<file path="src/rtl/sys_seq.sv">
// Staggered domain-reset sequencer with a free-running cycle counter and a
// bank of request/grant cycle timers, all in the single system clock domain.
module sys_seq #(
    parameter int NUM_DOMAINS       = 4,
    parameter int RESET_CYCLES      = 25,
    parameter int STAGGER_CYCLES    = 8,
    parameter int POST_RESET_CYCLES = 100,
    parameter int NUM_TIMERS        = 4,
    parameter int TIMER_WIDTH       = 16,
    parameter int COUNTER_WIDTH     = 31,
    localparam int ID_W = (NUM_TIMERS > 1) ? $clog2(NUM_TIMERS) : 1
) (
    input  logic                     Clk,
    input  logic                     Rst,
    input  logic                     Start,
    output logic [NUM_DOMAINS-1:0]   DomRst_n,
    output logic                     Ready,
    output logic [COUNTER_WIDTH-1:0] CycleCounter,
    input  logic                     TmrReq,
    input  logic [TIMER_WIDTH-1:0]   TmrCycles,
    output logic                     TmrGnt,
    output logic [ID_W-1:0]          TmrId,
    output logic                     TmrOvf,
    output logic [NUM_TIMERS-1:0]    TmrDone
);

    localparam int PH_MAX0 = (RESET_CYCLES > STAGGER_CYCLES) ? RESET_CYCLES : STAGGER_CYCLES;
    localparam int PH_MAX  = (PH_MAX0 > POST_RESET_CYCLES) ? PH_MAX0 : POST_RESET_CYCLES;
    localparam int PH_W    = (PH_MAX > 1) ? $clog2(PH_MAX) : 1;
    localparam int DOM_W   = (NUM_DOMAINS > 1) ? $clog2(NUM_DOMAINS) : 1;

    localparam logic [PH_W-1:0]  RES_LAST  = PH_W'(RESET_CYCLES - 1);
    localparam logic [PH_W-1:0]  STG_LAST  = PH_W'(STAGGER_CYCLES - 1);
    localparam logic [PH_W-1:0]  POST_LAST = PH_W'(POST_RESET_CYCLES - 1);
    localparam logic [DOM_W-1:0] DOM_LAST  = DOM_W'(NUM_DOMAINS - 1);

    typedef enum logic [1:0] {
        S_HOLD,
        S_RELEASE,
        S_POST,
        S_READY
    } state_t;

    state_t                 state;
    logic [PH_W-1:0]        phase;
    logic [DOM_W-1:0]       rel_idx;
    logic [NUM_DOMAINS-1:0] rel_mask;

    always_ff @(posedge Clk) begin
        if (Rst) begin
            CycleCounter <= '0;
        end else begin
            CycleCounter <= CycleCounter + COUNTER_WIDTH'(1);
        end
    end

    always_comb begin
        rel_mask = DomRst_n;
        for (int unsigned i = 0; i < NUM_DOMAINS; i++) begin
            if (DOM_W'(i) == rel_idx) begin
                rel_mask[i] = 1'b1;
            end
        end
    end

    // Outputs are registered one edge ahead of the phase count, so each
    // release/Ready lands exactly in its target cycle.
    always_ff @(posedge Clk) begin
        if (Rst) begin
            state    <= S_HOLD;
            phase    <= '0;
            rel_idx  <= '0;
            DomRst_n <= '0;
            Ready    <= 1'b0;
        end else begin
            case (state)
                S_HOLD: begin
                    if (phase == RES_LAST) begin
                        phase <= '0;
                        if (STAGGER_CYCLES == 0 || NUM_DOMAINS == 1) begin
                            DomRst_n <= '1;
                            if (POST_RESET_CYCLES == 0) begin
                                Ready <= 1'b1;
                                state <= S_READY;
                            end else begin
                                state <= S_POST;
                            end
                        end else begin
                            DomRst_n <= rel_mask;
                            rel_idx  <= DOM_W'(1);
                            state    <= S_RELEASE;
                        end
                    end else begin
                        phase <= phase + PH_W'(1);
                    end
                end
                S_RELEASE: begin
                    if (phase == STG_LAST) begin
                        phase    <= '0;
                        DomRst_n <= rel_mask;
                        if (rel_idx == DOM_LAST) begin
                            if (POST_RESET_CYCLES == 0) begin
                                Ready <= 1'b1;
                                state <= S_READY;
                            end else begin
                                state <= S_POST;
                            end
                        end else begin
                            rel_idx <= rel_idx + DOM_W'(1);
                        end
                    end else begin
                        phase <= phase + PH_W'(1);
                    end
                end
                S_POST: begin
                    if (phase == POST_LAST) begin
                        phase <= '0;
                        Ready <= 1'b1;
                        state <= S_READY;
                    end else begin
                        phase <= phase + PH_W'(1);
                    end
                end
                S_READY: begin
                    if (Start) begin
                        DomRst_n <= '0;
                        Ready    <= 1'b0;
                        phase    <= '0;
                        rel_idx  <= '0;
                        state    <= S_HOLD;
                    end
                end
                default: state <= S_HOLD;
            endcase
        end
    end

    logic [NUM_TIMERS-1:0]  busy;
    logic [TIMER_WIDTH-1:0] cnt [NUM_TIMERS];
    logic                   any_free;

    always_comb begin
        any_free = 1'b0;
        TmrId    = '0;
        for (int unsigned i = 0; i < NUM_TIMERS; i++) begin
            if (!busy[i] && !any_free) begin
                any_free = 1'b1;
                TmrId    = ID_W'(i);
            end
        end
        TmrGnt = TmrReq & any_free;
    end

    // cnt holds cycles remaining before the done edge; a 1-cycle wait pulses
    // straight from the grant edge without ever marking the slot busy.
    always_ff @(posedge Clk) begin
        if (Rst) begin
            busy    <= '0;
            TmrDone <= '0;
            TmrOvf  <= 1'b0;
            for (int unsigned i = 0; i < NUM_TIMERS; i++) begin
                cnt[i] <= '0;
            end
        end else begin
            TmrOvf <= TmrReq & ~any_free;
            for (int unsigned i = 0; i < NUM_TIMERS; i++) begin
                TmrDone[i] <= 1'b0;
                if (busy[i]) begin
                    if (cnt[i] == TIMER_WIDTH'(1)) begin
                        busy[i]    <= 1'b0;
                        TmrDone[i] <= 1'b1;
                    end else begin
                        cnt[i] <= cnt[i] - TIMER_WIDTH'(1);
                    end
                end else if (TmrGnt && TmrId == ID_W'(i)) begin
                    if (TmrCycles <= TIMER_WIDTH'(1)) begin
                        TmrDone[i] <= 1'b1;
                    end else begin
                        busy[i] <= 1'b1;
                        cnt[i]  <= TmrCycles - TIMER_WIDTH'(1);
                    end
                end
            end
        end
    end

endmodule

</file>
<file path="config.mk">
export PLATFORM = sky130hd
export DESIGN_NAME = sys_seq
export DESIGN_NICKNAME = d
export VERILOG_FILES = /design/src/rtl/sys_seq.sv
export SDC_FILE = /design/constraint.sdc
export NUM_CORES = 1
export LEC_CHECK = 0
export ABC_AREA = 0
export CAP_MARGIN = 25
export CORE_MARGIN = 2
export CORE_UTILIZATION = 40
export DETAILED_ROUTE_END_ITERATION = 10
export GPL_ROUTABILITY_DRIVEN = 0
export GPL_TIMING_DRIVEN = 0
export PLACE_DENSITY = 0.56
export SLEW_MARGIN = 20
export SYNTH_ARGS = -nofsm -noshare
export SYNTH_HDL_FRONTEND = slang
export SYNTH_SLANG_ARGS = --single-unit
export TNS_END_PERCENT = 20
</file>
<file path="constraint.sdc">
create_clock -name Clk -period 3.63 [get_ports Clk]
set_input_delay 0.5445 -clock Clk [delete_from_list [all_inputs] [get_ports Clk]]
set_output_delay 0.5445 -clock Clk [all_outputs]
set_load 0.05 [all_outputs]
</file>
==> results.yml <==
final_layout:
  fillers: 1471
  diodes: 0
  stdcell_area_um2: 8020
  nets: 790
  fin_cells: 977
  drive_above_1_share_pct: 7.23
  syn2layout_area_growth_pct: 22.9
place:
  place_area_um2: 7450
  io_buffers: 63
  dp_hpwl_um: 12100
  place_inst: 946
pwr:
  p_leak_uw: 0.00271
  finalPower_uw: 3600
  p_per_area_nw_per_um2: 448
  ir_drop_v: 0.000356
worst_setup_path:
  arrival_ns: 3.39
  worst_ep_required_time_ns: 3.63
  end_kind: "flip-flop"
  crit_path_max_fanout: 16
  cp_slowest_stage_delay_ns: 0.62
  crit_chain: "clkdlybuf4s50_1 > or4_1 > nor4_1 > a21bo_2 > or3_1 > buf_4 > buf_6 > nand3_2"
  slowest_stage: "or4_1"
  worst-setup-path-type: "in -> reg"
  startpoint_type: "input pin"
global_route:
  grtUsageTotal_pct: 20.6
  gr-usage-met3_pct: 5.50
  top_usage_layer: "met2"
  grt_util_met2_pct: 33.0
  grt_pass1_wl_um: 28000
  first_global_vias: 5416
  grt_max_degree: 17
  overflow: 0
  antenna_found_initial: 0
  use_met1_pct: 26.3
detailed_routing:
  drtPass1Iterations: 6
  drt_iter0_drc: 415
  wl_per_cell_um: 17.6
  viasPerCell: 5.49
  drcViolationCount: 0
  dr_total_vias: 5368
  ant_nets: 0
  routed_wl_um: 17200
run:
  cap_violations: 0
timing:
  fmax_ghz: 0.295
  setup_viol: 0
  slew_headroom_pct: 48.3
  hold_viol: 0
  finalMaxSlewViolations: 0
  fin_crit_ns: 3.39
  post-route-period-util_pct: 93.4
  tightest_slew_ns: 0.770
  skew_ns: 0.00825
  hold_slack_ns: 0.485
  setup_tns_ns: 0
  rsz0062_at_grt: "false"
synth:
  avgSynthCellArea_um2: 9.80
  netlist_instances: 666
  synth_nets: 707
  ys_warn_count: 0
  synth-main-ff-cell: "edfxtp_1"
  synth_top_area_share_pct: 29.4
  synth_area_leaders: "edfxtp_1 (29%), dfxtp_1 (17%), xnor2_1 (6.7%), xor2_1 (6.2%), o22ai_1 (6.1%)"
  synth_edf_count: 64
  ys_seq_elements: 120
  yosysUniqueCellTypes: 52
  synth.most_common_cell: "nor2_1"
  async_flop_share_pct: 0
  synth_common_cells: "nor2_1 (67), edfxtp_1 (64), o22ai_1 (64)"
  yosys.area.top_type: "edfxtp_1"
  synth_area_um2: 6530
  ys_seq_area_share_pct: 46.6
clocking:
  cts_buffer_depth: 2
  tritoncts: "built"
  cts_made_buffers: 17
  clk_pin_slew_ns: 0.05
  cts.sinks: 120
  hold_buffers: 0
  insertion_delay_ns: 0.42
  htree_levels: 4
  clock-root-buffer: "clkbuf_16"
floorplanning:
  start_util_pct: 41.0
  die_y_um: 132
  io_pins: 64
  die_area_um2: 17400
  chipWidth_um: 132
  std_cell_rows: 46
  coreArea_um2: 15900
outcome:
  status: "complete, no violations"
hold_path:
  hold_path_class: "reg -> reg"
cell families (layout without fill, tap and decap cells):
family          Yosys count  count (layout)  synth area share (%)
simple gates            266             266                  21.5
buf+inv                  47             142                  3.53
flops                   120             120                  46.6
fa+ha+maj                21              21                  4.02
compound gates          113             113                  11.0
xor+xnor                 97              97                  13.1
mux                       2               2                 0.307
worst paths after layout:
| path | from | end | slack (ns) | cells past startpoint |
|---|---|---|---|---|
| hold / removal | CycleCounter[0]$_SDFF_PP0_ | CycleCounter[0]$_SDFF_PP0_ | 0.49 | 1 |
| setup / recovery | TmrCycles[10] | cnt[1][14]$_SDFFCE_PN0P_ | 0.24 | 8 |
| setup reg to reg | cnt[1][8]$_SDFFCE_PN0P_ | cnt[1][14]$_SDFFCE_PN0P_ | 0.48 | 5 |
| hold reg to reg | CycleCounter[0]$_SDFF_PP0_ | CycleCounter[0]$_SDFF_PP0_ | 0.49 | 1 |
sequential cells by signal, indices dropped and copies added (netlist names):
| name | cells |
|---|---|
| Ready | 1 |
| TmrDone | 4 |
| state | 2 |
| phase | 7 |
| cnt | 64 |
| DomRst_n | 4 |
| rel_idx | 2 |
| TmrOvf | 1 |
| busy | 4 |
| CycleCounter | 31 |
where the power goes:
part	internal [µW]	leakage [µW]	switching, µW
Combinational	163	0.00129	233
Sequential	1510	0.00113	68.8
Clock	1010	0.000289	614
Total	2680	0.00271	916
stage by stage:
stage                     utilization, %  worst slack [ns]
final                               50.3             0.238
after global routing                50.3             0.144
after CTS                           50.3             0.263
after detailed placement            46.7            -0.479
after global placement              46.6            -0.577
after floorplan                        -             0.803
cell usage in the layout, fill, tap and decap left out, types with 6 or more instances in the layout:
master	count
nor2_1	67
o22ai_1	64
edfxtp_1	64
clkdlybuf4s50_1	63
dfxtp_1	56
xnor2_1	50
nand2_1	47
xor2_1	46
nand3_1	25
inv_1	22
nor3_1	21
ha_1	21
a21oi_1	18
nor4_1	18
clkbuf_16	18
nand4_1	17
clkbuf_1	14
or3_1	12
or4_1	8
nor3b_1	8
o21ai_0	8
buf_4	6
nand2b_1	6
and3_1	6
nor2b_1	6
inv_4	6
timing repair:
action | CTS | global route
resized for setup | 2 | 0
buffers inserted | 0 | 0
hold endpoints to repair | 0 | 0
endpoints found under the setup margin | 28 | 0
worst max-delay path, delay by kind of cell:
family,cells,cell delay (ns)
buffers and inverters,3,0.80
AND/OR/NAND/NOR,4,1.74
AO/OA/AOI/OAI,1,0.30
layout make-up:
class / count / area (µm²) / share of cell area, %
timing repair buffer: 64 / 642 / 8.00
tap: 216 / 270 / 3.37
sequential: 120 / 3040 / 37.9
clock buffer: 20 / 478 / 5.96
multi-input combinational: 499 / 3270 / 40.8
buffer: 25 / 148 / 1.84
clock inverter: 11 / 90.1 / 1.12
inverter: 22 / 82.6 / 1.03
per-layer routing:
layer  up-vias  wire length (µm)  share of wire (%)
li1       2621                 -                  -
met1      2558              7530                 44
met2       152              8240                 48
met3        37               891                5.2
met4         0               516                3.0
met5         -                 0                  0
(Power assumes the default switching activity.)
